## config.mk

```make
export PLATFORM = sky130hd
export DESIGN_NAME = uart_tx_fifo
export DESIGN_NICKNAME = d
export VERILOG_FILES = /design/src/rtl/uart_defs.sv /design/src/rtl/uart_tx_sync_fifo.sv /design/src/rtl/uart_tx_fifo.sv
export SDC_FILE = /design/constraint.sdc
export NUM_CORES = 1
export LEC_CHECK = 0
export BUFFER_PORTS_ARGS = -buffer_cell sky130_fd_sc_hd__buf_2
export CAP_MARGIN = 5
export CORE_MARGIN = 5
export CORE_UTILIZATION = 59
export CTS_CLUSTER_DIAMETER = 150
export CTS_CLUSTER_SIZE = 30
export DETAILED_ROUTE_END_ITERATION = 8
export GPL_TIMING_DRIVEN = 0
export PLACE_DENSITY = 0.82
export SLEW_MARGIN = 20
export SYNTH_ARGS = -nofsm -noshare
export SYNTH_HDL_FRONTEND = slang
export SYNTH_SLANG_ARGS = --single-unit
```

## constraint.sdc

```tcl
create_clock -name clk -period 4.2 [get_ports clk]
set_input_delay 0.84 -clock clk [delete_from_list [all_inputs] [get_ports clk]]
set_output_delay 0.84 -clock clk [all_outputs]
set_load 0.005 [all_outputs]
```

## src/rtl/uart_defs.sv

```systemverilog
`timescale 1ns/1ps
`default_nettype none
// ============================================================================
// Module   : uart_defs (package)
// Purpose  : Shared UART state encoding, frame constants and width helper.
//            Frame layout follows macro UART_TX_PARITY_EN.
// Revision : 1.0 - initial release
// ============================================================================
package uart_defs;

    localparam logic [2:0] c_ST_IDLE   = 3'd0;
    localparam logic [2:0] c_ST_START  = 3'd1;
    localparam logic [2:0] c_ST_DATA   = 3'd2;
    localparam logic [2:0] c_ST_PARITY = 3'd3;
    localparam logic [2:0] c_ST_STOP   = 3'd4;

`ifdef UART_TX_PARITY_EN
    localparam int         c_FRAME_BITS     = 11;
    localparam logic [2:0] c_ST_AFTER_DATA  = c_ST_PARITY;
`else
    localparam int         c_FRAME_BITS     = 10;
    localparam logic [2:0] c_ST_AFTER_DATA  = c_ST_STOP;
`endif

    // Occupancy counters must represent 0..depth inclusive.
    function automatic int count_width(input int depth);
        return $clog2(depth) + 1;
    endfunction

endpackage
`default_nettype wire

```

## src/rtl/uart_tx_sync_fifo.sv

```systemverilog
`timescale 1ns/1ps
`default_nettype none
// ============================================================================
// Module   : uart_tx_sync_fifo
// Purpose  : Single-clock FIFO with ready/valid push, pop strobe and count.
// Revision : 1.0 - initial release
// ============================================================================
module uart_tx_sync_fifo
    import uart_defs::*;
#(
    parameter int DEPTH = 8,
    parameter int WIDTH = 8
) (
    input  logic                          clk,
    input  logic                          rst,
    input  logic                          push_valid,
    output logic                          push_ready,
    input  logic [WIDTH-1:0]              push_data,
    input  logic                          pop,
    output logic [WIDTH-1:0]              pop_data,
    output logic [count_width(DEPTH)-1:0] count,
    output logic                          empty
);

    localparam int                c_PTR_W = $clog2(DEPTH);
    localparam int                c_CNT_W = count_width(DEPTH);
    localparam logic [c_CNT_W-1:0] c_FULL = c_CNT_W'(DEPTH);

    logic [WIDTH-1:0]   r_mem [DEPTH];
    logic [c_PTR_W-1:0] r_wr_ptr;
    logic [c_PTR_W-1:0] r_rd_ptr;
    logic [c_CNT_W-1:0] r_count;
    logic               w_push;
    logic               w_pop;

    // Full is judged on the registered count, so a same-cycle pop never frees a slot early.
    assign push_ready = (r_count != c_FULL);
    assign empty      = (r_count == '0);
    assign count      = r_count;
    assign pop_data   = r_mem[r_rd_ptr];
    assign w_push     = push_valid && push_ready;
    assign w_pop      = pop && !empty;

    always_ff @(posedge clk) begin
        if (w_push) begin
            r_mem[r_wr_ptr] <= push_data;
        end
    end

    always_ff @(posedge clk) begin
        if (rst) begin
            r_wr_ptr <= '0;
            r_rd_ptr <= '0;
            r_count  <= '0;
        end else begin
            if (w_push) begin
                r_wr_ptr <= r_wr_ptr + c_PTR_W'(1);
            end
            if (w_pop) begin
                r_rd_ptr <= r_rd_ptr + c_PTR_W'(1);
            end
            if (w_push && !w_pop) begin
                r_count <= r_count + c_CNT_W'(1);
            end else if (w_pop && !w_push) begin
                r_count <= r_count - c_CNT_W'(1);
            end
        end
    end

endmodule
`default_nettype wire

```

## src/rtl/uart_tx_fifo.sv

```systemverilog
`timescale 1ns/1ps
`default_nettype none
// ============================================================================
// Module   : uart_tx_fifo
// Purpose  : Buffered 8N1 UART transmitter; UART_TX_PARITY_EN adds even parity.
// Revision : 1.0 - initial release
// ============================================================================
module uart_tx_fifo
    import uart_defs::*;
#(
    parameter int CLOCK_FREQ = 50_000_000,
    parameter int BAUD_RATE  = 115_200,
    parameter int FIFO_DEPTH = 8
) (
    input  logic                               clk,
    input  logic                               rst,
    input  logic [7:0]                         data_in,
    input  logic                               data_in_valid,
    output logic                               data_in_ready,
    output logic                               serial_out,
    output logic                               tx_busy,
    output logic [count_width(FIFO_DEPTH)-1:0] fifo_count
);

    localparam int                 c_SYMBOL_EDGE_TIME = CLOCK_FREQ / BAUD_RATE;
    localparam int                 c_CNT_W  = (c_SYMBOL_EDGE_TIME > 1) ? $clog2(c_SYMBOL_EDGE_TIME) : 1;
    localparam logic [c_CNT_W-1:0] c_CNT_MAX = c_CNT_W'(c_SYMBOL_EDGE_TIME - 1);

    logic [2:0]              r_state;
    logic [2:0]              w_state_next;
    logic [c_CNT_W-1:0]      r_baud_cnt;
    logic [2:0]              r_bit_idx;
    logic [c_FRAME_BITS-1:0] r_shift;
    logic                    r_tx;
    logic                    w_bit_done;
    logic                    w_pop;
    logic                    w_fifo_empty;
    logic [7:0]              w_head;
    logic [c_FRAME_BITS-1:0] w_frame;

    uart_tx_sync_fifo #(
        .DEPTH (FIFO_DEPTH),
        .WIDTH (8)
    ) u_fifo (
        .clk        (clk),
        .rst        (rst),
        .push_valid (data_in_valid),
        .push_ready (data_in_ready),
        .push_data  (data_in),
        .pop        (w_pop),
        .pop_data   (w_head),
        .count      (fifo_count),
        .empty      (w_fifo_empty)
    );

`ifdef UART_TX_PARITY_EN
    assign w_frame = {1'b1, ^w_head, w_head, 1'b0};
`else
    assign w_frame = {1'b1, w_head, 1'b0};
`endif

    assign w_bit_done = (r_baud_cnt == c_CNT_MAX);
    assign serial_out = r_tx;
    assign tx_busy    = (r_state != c_ST_IDLE) || !w_fifo_empty;

    always_ff @(posedge clk) begin
        if (rst) begin
            r_state <= c_ST_IDLE;
        end else begin
            r_state <= w_state_next;
        end
    end

    always_comb begin
        w_state_next = r_state;
        w_pop        = 1'b0;
        case (r_state)
            c_ST_IDLE: begin
                if (!w_fifo_empty) begin
                    w_pop        = 1'b1;
                    w_state_next = c_ST_START;
                end
            end
            c_ST_START: begin
                if (w_bit_done) begin
                    w_state_next = c_ST_DATA;
                end
            end
            c_ST_DATA: begin
                if (w_bit_done && (r_bit_idx == 3'd7)) begin
                    w_state_next = c_ST_AFTER_DATA;
                end
            end
`ifdef UART_TX_PARITY_EN
            c_ST_PARITY: begin
                if (w_bit_done) begin
                    w_state_next = c_ST_STOP;
                end
            end
`endif
            c_ST_STOP: begin
                // Chain straight into the next start bit to keep frames gapless.
                if (w_bit_done) begin
                    if (!w_fifo_empty) begin
                        w_pop        = 1'b1;
                        w_state_next = c_ST_START;
                    end else begin
                        w_state_next = c_ST_IDLE;
                    end
                end
            end
            default: begin
                w_state_next = c_ST_IDLE;
            end
        endcase
    end

    // r_tx always mirrors the bit on the line; r_shift[1] is the next one due.
    always_ff @(posedge clk) begin
        if (rst) begin
            r_tx       <= 1'b1;
            r_shift    <= '1;
            r_baud_cnt <= '0;
            r_bit_idx  <= '0;
        end else if (w_pop) begin
            r_tx       <= 1'b0;
            r_shift    <= w_frame;
            r_baud_cnt <= '0;
            r_bit_idx  <= '0;
        end else if (r_state == c_ST_IDLE) begin
            r_tx       <= 1'b1;
            r_baud_cnt <= '0;
        end else if (w_bit_done) begin
            r_tx       <= r_shift[1];
            r_shift    <= {1'b1, r_shift[c_FRAME_BITS-1:1]};
            r_baud_cnt <= '0;
            if (r_state == c_ST_DATA) begin
                r_bit_idx <= r_bit_idx + 3'd1;
            end
        end else begin
            r_baud_cnt <= r_baud_cnt + c_CNT_W'(1);
        end
    end

endmodule
`default_nettype wire

```

==> metrics.txt <==
VDD IR max=0.342 mV; DRC Markers=0; HPWL Detailed=roughly 5400 µm; synthesized area=4260 µm²; die height=between 90 and 100 µm; # hold bufs at CTS=0; post-synthesis sequential area ratio=between 60% and 70%; fillcell total=slightly above 500; clock sink count=~100; CTS tree=built; htree depth=3; most used routing layer=met2; first-pass GRT wire length=12,300 µm; Critical Path End Type=flop; final hold vios=0; Port Buffers=17; die area=between 9000 and 10,000 µm²; Final Core Density=roughly two thirds; Crit Path Max Fanout=10; Sum Neg Setup Slack=0 ns; MaxCap Viol Count=0; Hold Crit Class=reg2reg; Slew Limit Fails=0; final WL=between 7000 and 8000 µm; Worst Path Arrival=about 3.7 ns; Post-synth top cells=64 x edfxtp_1, 37 x dfxtp_1, 28 x nor2_1; total number of yosys warnings=0; post-synth top area cell=edfxtp_1; Pwr per Cell Area=approximately 560 nW/µm²; Rows=31; synth unique cells=just over 50; Max Root-Sink Buffers=2; final setup vio count=0; Setup Skew=around 0.008 ns; worst hold stages=1; relative slew slack=33.7%; Post-Synth Adder-Cell Area=slightly above 3%; core area=a little over 7000 µm²; Syn Nets=between 300 and 400; vias post-DR=between 2,000 and 3,000; Detail Route Antenna Nets=0; diodes inserted=0; global-route met1 utilization=23.6%; IO Count=18; number of global-route vias before repair=~2,500; Compound-Gate Fraction of Synth Area=under 10%; run status=complete, no violations; Worst-Skew Late Latency=about 0.37 ns; Via density=approximately 5.9; #FFs+latches synth=101; Setup crit start kind=flop; Area contributors post-synth=edfxtp_1 45%, dfxtp_1 17%, mux4_2 8.5%; Mapped Cells=about 300; GR Util met3=5.42%; number of synthesized flops with an enable pin=64; Leakage Power=between 1.5 and 2 nW; grt ovf=0; cts bufs inserted=9; GRT Overall Usage=about 18%; post-CTS setup repair buffer count=0; PnR worst setup slack=0.806 ns; DIE WIDTH=95.0 µm; RSZ-0062 raised after global routing=no; GR Layer Usage met2=between 30% and 40%; ys flop type=edfxtp_1; share of cells above drive strength 1=20.0%; largest net degree at the start of global routing=22; post-placement setup slack=slightly below 0.9 ns; Clock Tree Root=clkbuf_8; hold_ws=0.497 ns; top-count cell post-synth=edfxtp_1; cells on worst reg2reg path=13; Post-synth ARST share=0%; # resized after CTS=0; initial antenna violation count=0; Post-layout nets=351; area growth from synthesis to layout=10.2%; Pre-antenna DRT Iters=4; drt wl/cell=17.5 µm; min cycle time layout=roughly 3.4 ns; top cell type's share of synthesized area=between 40% and 50%; area post-placement=between 4000 and 5000 µm²; fmax=roughly 0.29 GHz; Starting DRT DRC Count=~130; Synth Area in XOR/XNOR=between 2 and 2.5%; post-synthesis mux area share=slightly above 10%; routability congestion estimate=~0.79; Least-Margin Pin Slew=between 0.9 and 1 ns; crit share post-route=~81%; CP Class=reg2reg; Critical Path RT=roughly 4.5 ns; main combinational cell family by area after synthesis=simple AND/OR/NAND/NOR gates; Post-Synth Simple-Gate Area=roughly 12%; post-route cell area=roughly 4700 µm²; Clock transition at path regs=~0.1 ns; average size of a mapped cell=14.1 µm²; Initial Util=59.7%
## worst max-delay path, cell delays in order (launching register included)
cell and delay, ns:
dfxtp_1 0.40, ha_1 0.21, nand4b_1 0.17, o21a_1 0.25
buf_2 0.20, nor2_1 0.45, inv_2 0.08, ha_1 0.22
inv_1 0.14, ha_1 0.25, a21o_1 0.18, a21oi_1 0.18
mux2i_1 0.21, mux2_2 0.35
## stage by stage
stage / power, mW / std cells
2_1_floorplan: 1.83 / 302
3_3_place_gp: 1.99 / 418
3_5_place_dp: 2.03 / 418
4_1_cts: 2.63 / 434
5_1_grt: 2.76 / 434
6_report: 2.62 / 434
## registers in the layout, indices dropped and copies added (netlist names), named ones only
name             flops
r_state              3
u_fifo.count         4
r_bit_idx            3
u_fifo.r_mem        64
serial_out           1
u_fifo.r_wr_ptr      3
r_shift              8
u_fifo.r_rd_ptr      3
r_baud_cnt           9
## logic make-up after synthesis
group	count (synthesis)
xor+xnor	11
compound gates	41
buf+inv	22
mux	23
flops	101
simple gates	94
fa+ha+maj	10
## cells in the final DEF, fill, tap and decap left out, types with 4 or more instances in the layout
| cell type | synthesis | final |
|---|---|---|
| clkbuf_8 | 0 | 9 |
| buf_2 | 4 | 21 |
| nand3_1 | 16 | 16 |
| nor2_1 | 28 | 28 |
| xnor2_1 | 6 | 6 |
| nand2_1 | 9 | 9 |
| a2111oi_0 | 6 | 6 |
| clkinv_8 | 0 | 4 |
| or3_1 | 5 | 5 |
| ha_1 | 9 | 9 |
| clkbuf_1 | 7 | 7 |
| mux2i_1 | 5 | 5 |
| nor3_1 | 7 | 5 |
| a21oi_1 | 16 | 16 |
| inv_1 | 6 | 6 |
| nor2b_1 | 8 | 8 |
| xor2_1 | 5 | 5 |
| dfxtp_1 | 37 | 37 |
| edfxtp_1 | 64 | 64 |
| mux4_2 | 16 | 16 |
| o311ai_1 | 7 | 7 |
## report_power, final
part           switching [mW]  internal [mW]  leakage, nW
combinational           0.429          0.359        0.619
clock                   0.373          0.238        0.101
sequential             0.0657           1.16        0.883
total                   0.868           1.75         1.60
## metal layers
layer / part of all wire [%] / vias up / wire length [µm]
li1: - / 1219 / -
met1: 43 / 1280 / 3250
met2: 52 / 55 / 3930
met3: 4.4 / 9 / 337
met4: 1.1 / 0 / 87
met5: 0 / - / 0
## worst paths after layout
path / end / slack, ns / startpoint
max: u_fifo.count[3] / 0.81 / r_baud_cnt[0]
min reg2reg: r_baud_cnt[0] / 0.50 / r_baud_cnt[0]
max reg2reg: u_fifo.count[3] / 0.81 / r_baud_cnt[0]
min: r_baud_cnt[0] / 0.50 / r_baud_cnt[0]
## final cells by class
class                      count  area (µm²)  area share (%)
buffer                        15        90.1            1.92
clock buffer                   9         124            2.64
clock inverter                 7        90.1            1.92
inverter                       7        26.3           0.560
multi-input combinational    179        1490            31.8
sequential                   101        2660            56.7
tap                           99         124            2.64
timing repair buffer          17        85.1            1.81
Note: power is estimated with default switching activity, not from simulation.
